==> config.mk <==
export PLATFORM = sky130hd
export DESIGN_NAME = decode_prefetch_queue
export DESIGN_NICKNAME = d
export VERILOG_FILES = /design/src/rtl/decode_prefetch_queue.sv
export SDC_FILE = /design/constraint.sdc
export NUM_CORES = 1
export LEC_CHECK = 0
export BUFFER_PORTS_ARGS = -buffer_cell sky130_fd_sc_hd__buf_2
export CAP_MARGIN = 10
export CORE_MARGIN = 3
export CORE_UTILIZATION = 50
export CTS_CLUSTER_SIZE = 10
export DETAILED_ROUTE_END_ITERATION = 6
export PLACE_DENSITY = 0.69
export SLEW_MARGIN = 25
export SYNTH_ARGS = -nofsm -noshare
export SYNTH_HDL_FRONTEND = slang
export SYNTH_SLANG_ARGS = --single-unit
==> constraint.sdc <==
create_clock -name clock -period 5.5 [get_ports clock]
set_clock_uncertainty 0.2 [all_clocks]
set_input_delay 1.1 -clock clock [delete_from_list [all_inputs] [get_ports clock]]
set_output_delay 1.1 -clock clock [all_outputs]
set_load 0.005 [all_outputs]
==> src/rtl/decode_prefetch_queue.sv <==
// Prefetch byte queue between instruction fetch and decode: 32-bit words in,
// a masked 8-byte window out, variable-length (1..8 byte) retirement per cycle.
module decode_prefetch_queue #(
   parameter int DEPTH = 16
) (
   input  logic        clock,
   input  logic        reset,
   input  logic        flush,
   input  logic        fetch_valid,
   input  logic [31:0] fetch_data,
   output logic        fetch_ready,
   input  logic        consume_valid,
   input  logic [3:0]  consume_count,
   output logic [7:0]  instruction [0:7],
   output logic [4:0]  byte_count,
   output logic        consume_error
);

   logic [7:0] buf_q [0:15];
   logic [7:0] buf_d [0:15];
   logic [3:0] rd_ptr_q, rd_ptr_d;
   logic [3:0] wr_ptr_q, wr_ptr_d;
   logic [4:0] byte_count_q, byte_count_d;
   logic       consume_error_q, consume_error_d;

   logic push;
   logic consume_legal;
   logic consume_ok;

   // Ready looks only at the registered count: bytes freed this cycle do not make room.
   assign fetch_ready = (byte_count_q <= 5'(DEPTH - 4));

   always_comb begin
      consume_legal = (consume_count != 4'd0) && (consume_count <= 4'd8) &&
                      ({1'b0, consume_count} <= byte_count_q);
      push          = fetch_valid && fetch_ready && !flush;
      consume_ok    = consume_valid && consume_legal && !flush;

      rd_ptr_d        = rd_ptr_q;
      wr_ptr_d        = wr_ptr_q;
      byte_count_d    = byte_count_q;
      consume_error_d = consume_valid && !consume_legal && !flush;

      if (flush) begin
         rd_ptr_d     = 4'd0;
         wr_ptr_d     = 4'd0;
         byte_count_d = 5'd0;
      end else begin
         if (consume_ok) begin
            rd_ptr_d     = rd_ptr_q + consume_count;
            byte_count_d = byte_count_d - {1'b0, consume_count};
         end
         if (push) begin
            wr_ptr_d     = wr_ptr_q + 4'd4;
            byte_count_d = byte_count_d + 5'd4;
         end
      end
   end

   always_comb begin
      buf_d = buf_q;
      if (push) begin
         for (int k = 0; k < 4; k++) begin
            buf_d[wr_ptr_q + 4'(k)] = fetch_data[8*k +: 8];
         end
      end
   end

   always_ff @(posedge clock or posedge reset) begin
      if (reset) begin
         rd_ptr_q        <= 4'd0;
         wr_ptr_q        <= 4'd0;
         byte_count_q    <= 5'd0;
         consume_error_q <= 1'b0;
      end else begin
         rd_ptr_q        <= rd_ptr_d;
         wr_ptr_q        <= wr_ptr_d;
         byte_count_q    <= byte_count_d;
         consume_error_q <= consume_error_d;
      end
   end

   // Storage is left unreset; stale bytes are hidden by the window mask below.
   always_ff @(posedge clock) begin
      buf_q <= buf_d;
   end

   for (genvar i = 0; i < 8; i++) begin : g_window
      assign instruction[i] = (5'(i) < byte_count_q) ? buf_q[rd_ptr_q + 4'(i)] : 8'h00;
   end

   assign byte_count    = byte_count_q;
   assign consume_error = consume_error_q;

endmodule

==> flow_summary.yaml, run 1 <==
drt:
  dr.pass1.iters: 7
  drc: 0
  vias: 7880
  avgRoutedWirePerCell_um: 28.9
  viasPerCell: 7.04
  totalWireLength_mm: 32.3
  ant_nets: 0
  drtIter0Drc: 1177
sta:
  finalHoldViolations: 0
  worstMarginPinSlew_ns: 1.08
  max_slew_margin_pct: 27.7
  period_needed_ns: 4.84
  min_period_over_period_pct: 87.9
  tns_ns: 0
  finalSetupViolations: 0
  rsz0062_at_grt: "no"
  slew_viol_final: 0
  fmax_ghz: 0.207
setup_path:
  cp-start-kind: "flip-flop"
  path_class: "reg -> out"
  end_kind: "primary output"
  cp.required_ns: 4.20
  crit_fanout: 11
  critPathArrivalTime_ns: 3.54
clock_network:
  cts-root-buf: "clkbuf_16"
  cts_resized: 0
  clkSinkCount: 140
  path_clk_slew_ns: 0.06
  cts_max_level: 4
  cts_setup_buffers: 0
  cts_tree: "yes"
  clk_latency_ns: 0.43
  cts_hold_buf: 0
  cts_buffers: 17
  clock_path_buffers: 2
logic_synthesis:
  synthAdderAreaFrac_pct: 2.98
  ys_top_cells_by_area: "mux4_2, edfxtp_1, and2_1"
  synth_xor_area_share_pct: 1.24
  yosys_most_used_dff: "edfxtp_1"
  synth_mux_area_share_pct: 38.0
  async_flop_share_pct: 8.57
  synthesis.area_um2: 11000
  synth_edf_count: 128
  ys_warn_count: 0
  syn_avg_cell_area_um2: 15.0
  synth.top_cell.area_share_pct: 35.0
  synth_top_family_by_area: "multiplexers"
  synth_nets: 800
  yosys_register_bits: 140
  yosysTopAreaCell: "mux4_2"
  synthSimpleGateAreaFrac_pct: 13.0
  synth-compound-area-share_pct: 4.08
  ys_types: 49
  yosysSeqAreaShare_pct: 37.7
  synthCells: 734
finish:
  drive_gt1_share_pct: 42.0
  utilization_pct: 58.3
  nFillCells: 1627
  nets: 899
  layout_common_cells: "mux4_2, and2_1, edfxtp_1, buf_2, nor2b_1"
  fin_cells: 1120
  syn2layout_area_growth_pct: 13.0
  n_antenna_cell: 0
  final_common_cell: "mux4_2"
  final_area_um2: 12400
floorplan:
  initial_core_util_pct: 51.6
  die_area_um2: 23800
  io_pins: 112
  num_rows: 53
  die_h_um: 154
  fp.dieW_um: 154
  core_um2: 21300
worst_hold_path:
  hp-class: "reg -> reg"
power:
  p_sw_mw: 1.16
  switching_share_pct: 32.2
  p_per_area_nw_per_um2: 291
  p_seq_share_pct: 35.8
  pwr-share-comb_pct: 33.3
  ir_drop_v: 0.000188
  p_int_mw: 2.45
  p_total_mw: 3.62
  clock_power_share_pct: 30.9
  p_leak_nw: 4.17
run:
  max_cap_viol_count: 0
global_routing:
  grt_use_total_pct: 27.6
  grt_antenna_before_repair: 0
  grt-ovfl-total: 0
  grt_max_degree: 114
  grt_first_pass_wirelength_mm: 49.2
  grt_pass1_vias: 8005
outcome:
  status: "complete, no violations"
placed_design:
  post-place-cells: 1088
  place_area_um2: 11800
  io_buffers: 111
  place_congestion: 0.889
  dp_hpwl_mm: 22.1
## power groups by stage
| stage | sequential [mW] | combinational, mW | clock, mW |
|---|---|---|---|
| 3_3_place_gp | 1.31 | 1.17 | 0 |
| 6_report | 1.30 | 1.20 | 1.12 |
| 5_1_grt | 1.30 | 1.28 | 1.17 |
| 3_5_place_dp | 1.31 | 1.19 | 0 |
| 2_1_floorplan | 1.28 | 0.763 | 0 |
| 4_1_cts | 1.29 | 1.20 | 1.12 |
## kinds of logic (layout without fill, tap and decap cells)
kind of cell	count (synthesis)	after routing
simple gates	231	231
mux	195	195
flops	140	140
buf+inv	68	179
compound gates	62	62
fa+ha+maj	25	25
xor+xnor	13	13
## registers in the layout (all words and copies together), names as in the netlist
signal,count
rd_ptr_q,4
consume_error,1
buf_q,128
byte_count,5
wr_ptr_q,2
## final timing paths
path,from,endpoint,slack [ns],cells after the start
setup / recovery,rd_ptr_q[2],instruction[8],0.66,7
hold / removal,wr_ptr_q[3],wr_ptr_q[3],0.49,2
setup reg to reg,byte_count[2],byte_count[3],2.30,8
hold reg to reg,wr_ptr_q[3],wr_ptr_q[3],0.49,2
max in group asynchronous,reset,rd_ptr_q[1],4.19,2
min in group asynchronous,reset,byte_count[4],0.50,2
## stage by stage
stage	worst slack, ns	hold WS [ns]
after floorplan	1.10	0.388
after global placement	1.18	0.421
after detailed placement	1.11	0.455
after CTS	0.658	0.465
after global routing	0.512	0.537
final	0.663	0.486
## synth_stat cells, drive strengths merged (4+ instances only)
library cell / number
mux4: 176
and2: 141
edfxtp: 128
nor2b: 58
buf: 34
a211oi: 33
ha: 23
clkbuf: 20
mux2i: 17
inv: 14
dfrtp: 12
nor2: 12
a21oi: 9
xnor2: 7
xor2: 6
nand2: 4
o2bb2ai: 4
## layout make-up
class	count	area, um2	area share, %
clock buffer	19	433	3.49
clock inverter	12	124	0.998
inverter	14	52.6	0.423
multi-input combinational	526	6560	52.9
sequential	140	4150	33.4
tap	275	344	2.77
timing repair buffer	134	748	6.03
## worst max-delay path, cell delays in order (launching register included)
cell	delay, ns
dfrtp_1	0.39
inv_2	0.40
ha_1	0.29
xor2_1	0.79
buf_4	0.34
mux4_1	0.58
nor2b_1	0.16
buf_2	0.14
## layer usage
layer	up-vias	global-route usage [%]	routed length [um]
met5	-	0	0
met4	0	11.2	1510
met3	102	6.18	3440
met2	563	45.0	15600
met1	4027	36.3	11900
li1	3188	-	-
(Power assumes the default switching activity.)
==> run 2: changes to the inputs <==
--- a/config.mk
+++ b/config.mk
@@ -5,13 +5,13 @@
 export SDC_FILE = /design/constraint.sdc
 export NUM_CORES = 1
 export LEC_CHECK = 0
-export BUFFER_PORTS_ARGS = -buffer_cell sky130_fd_sc_hd__buf_2
 export CAP_MARGIN = 10
 export CORE_MARGIN = 3
 export CORE_UTILIZATION = 50
 export CTS_CLUSTER_SIZE = 10
 export DETAILED_ROUTE_END_ITERATION = 6
-export PLACE_DENSITY = 0.69
+export DONT_BUFFER_PORTS = 1
+export RECOVER_POWER = 25
 export SLEW_MARGIN = 25
 export SYNTH_ARGS = -nofsm -noshare
 export SYNTH_HDL_FRONTEND = slang
==> flow_summary.yaml, run 2 (synthesis results as in run 1) <==
outcome:
  status: "complete, no violations"
finish:
  utilization_pct: 56.0
  final_common_cell: "mux4_2"
  nets: 785
  fin_cells: 1008
  top_register: "buf_q"
  layout_common_cells: "mux4_2, edfxtp_1, and2_1, nor2b_1, and2_0"
  nFillCells: 1717
  syn2layout_area_growth_pct: 8.50
  largest_reg_flops: 128
  drive_gt1_share_pct: 33.1
floorplan:
  die_h_um: 154
  core_um2: 21300
  num_rows: 53
  fp.dieW_um: 154
  initial_core_util_pct: 51.6
  die_area_um2: 23800
  io_pins: 112
setup_path:
  end_kind: "primary output"
  worst-r2r-cell-count: 5
  reg2reg_slack_ns: 2.07
  crit_fanout: 23
  worstSetupEndpoint: "instruction[48]"
  crit_start: "rd_ptr_q[1]"
  cp-start-kind: "flip-flop"
  path_class: "reg -> out"
  r2r-start: "byte_count[1]"
  rr_endpoint: "buf_q[68]"
  cp.required_ns: 4.20
  critPathArrivalTime_ns: 3.63
clock_network:
  cts_setup_buffers: 0
  cts-root-buf: "clkbuf_16"
  cts_tree: "yes"
  clkSinkCount: 140
  cts_max_level: 4
  cts_hold_buf: 0
  cts_buffers: 17
  clock_path_buffers: 2
  cts_resized: 0
  path_clk_slew_ns: 0.06
  clk_latency_ns: 0.43
drt:
  drc: 0
  vias: 7245
  dr.pass1.iters: 5
  avgRoutedWirePerCell_um: 31.7
  viasPerCell: 7.19
  drtIter0Drc: 646
  ant_nets: 0
  totalWireLength_mm: 32.0
run:
  max_cap_viol_count: 0
placed_design:
  place_congestion: 0.927
  dp_hpwl_mm: 22.6
  post-place-cells: 974
  dpl_worst_slack_ns: 0.998
  io_buffers: 0
power:
  ir_drop_v: 0.000227
  p_per_area_nw_per_um2: 299
  p_leak_nw: 3.64
global_routing:
  grt_antenna_before_repair: 0
  grt_first_pass_wirelength_mm: 48.1
  grt_max_degree: 136
  grt_pass1_vias: 7402
  grt_use_total_pct: 27.5
  grt-ovfl-total: 0
sta:
  min_period_over_period_pct: 89.6
  tns_ns: 0
  period_needed_ns: 4.93
  worst_slack_ns: 0.570
  worstMarginPinSlew_ns: 1.17
  max_slew_margin_pct: 21.8
  slew_viol_final: 0
  rsz0062_at_grt: "no"
  fmax_ghz: 0.203
  finalSetupViolations: 0
  finalHoldViolations: 0
worst_hold_path:
  hp-class: "in -> async"
run 2: changes by cell type in the layout (fill, tap and decap cells not counted), moves of 2 or more:
cell	delta
and2_0	+37
and2_1	-36
buf_2	-111
buf_4	-3
bufinv_16	+2
clkinv_2	-2
diode_2	+2
ha_1	+2
ha_2	-2
run 2: worst min-delay path by stage:
stage / start / endpoint / slack (ns) / cells past startpoint
3_3_place_gp: wr_ptr_q[3] / wr_ptr_q[3] / 0.41 / 2
5_1_grt: reset / byte_count[2] / 0.47 / 1
4_1_cts: reset / byte_count[2] / 0.44 / 1
3_5_place_dp: wr_ptr_q[3] / wr_ptr_q[3] / 0.47 / 2
2_1_floorplan: wr_ptr_q[3] / wr_ptr_q[3] / 0.39 / 2
6_report: reset / byte_count[2] / 0.44 / 1
run 2: layer usage:
metal,vias to the layer above,wire (um),global-route usage [%]
li1,2954,-,-
met1,3786,11900,35.2
met2,424,15700,44.2
met3,81,3260,9.18
met4,0,1050,9.80
met5,-,0,0
run 2: layout make-up:
cell class	count	area, um2	share of cell area (%)
multi-input combinational	526	6580	55.2
sequential	140	4150	34.8
clock buffer	19	433	3.63
tap	275	344	2.89
timing repair buffer	20	183	1.53
clock inverter	12	173	1.45
inverter	14	52.6	0.441
antenna	2	5.00	0.0420
run 2: metrics by stage:
step	total power, mW	instance area [um2]	hold WS (ns)
floorplan	2.04	11000	0.388
global placement	2.36	11300	0.413
detailed placement	2.38	11300	0.467
CTS	3.57	11900	0.444
global route	3.71	11900	0.469
finish	3.57	11900	0.436
run 2: where the power goes:
group          switching (mW)  internal (mW)
logic                   0.596          0.474
clock network           0.449          0.753
registers              0.0632           1.23
total                    1.11           2.46
run 2: worst max-delay path, cell delays in order, from the launching register on:
cell and delay, ns:
dfrtp_4 0.63, inv_1 0.22, ha_2 0.79, buf_4 0.38, mux4_2 0.55, mux4_2 0.46
nor2b_1 0.16
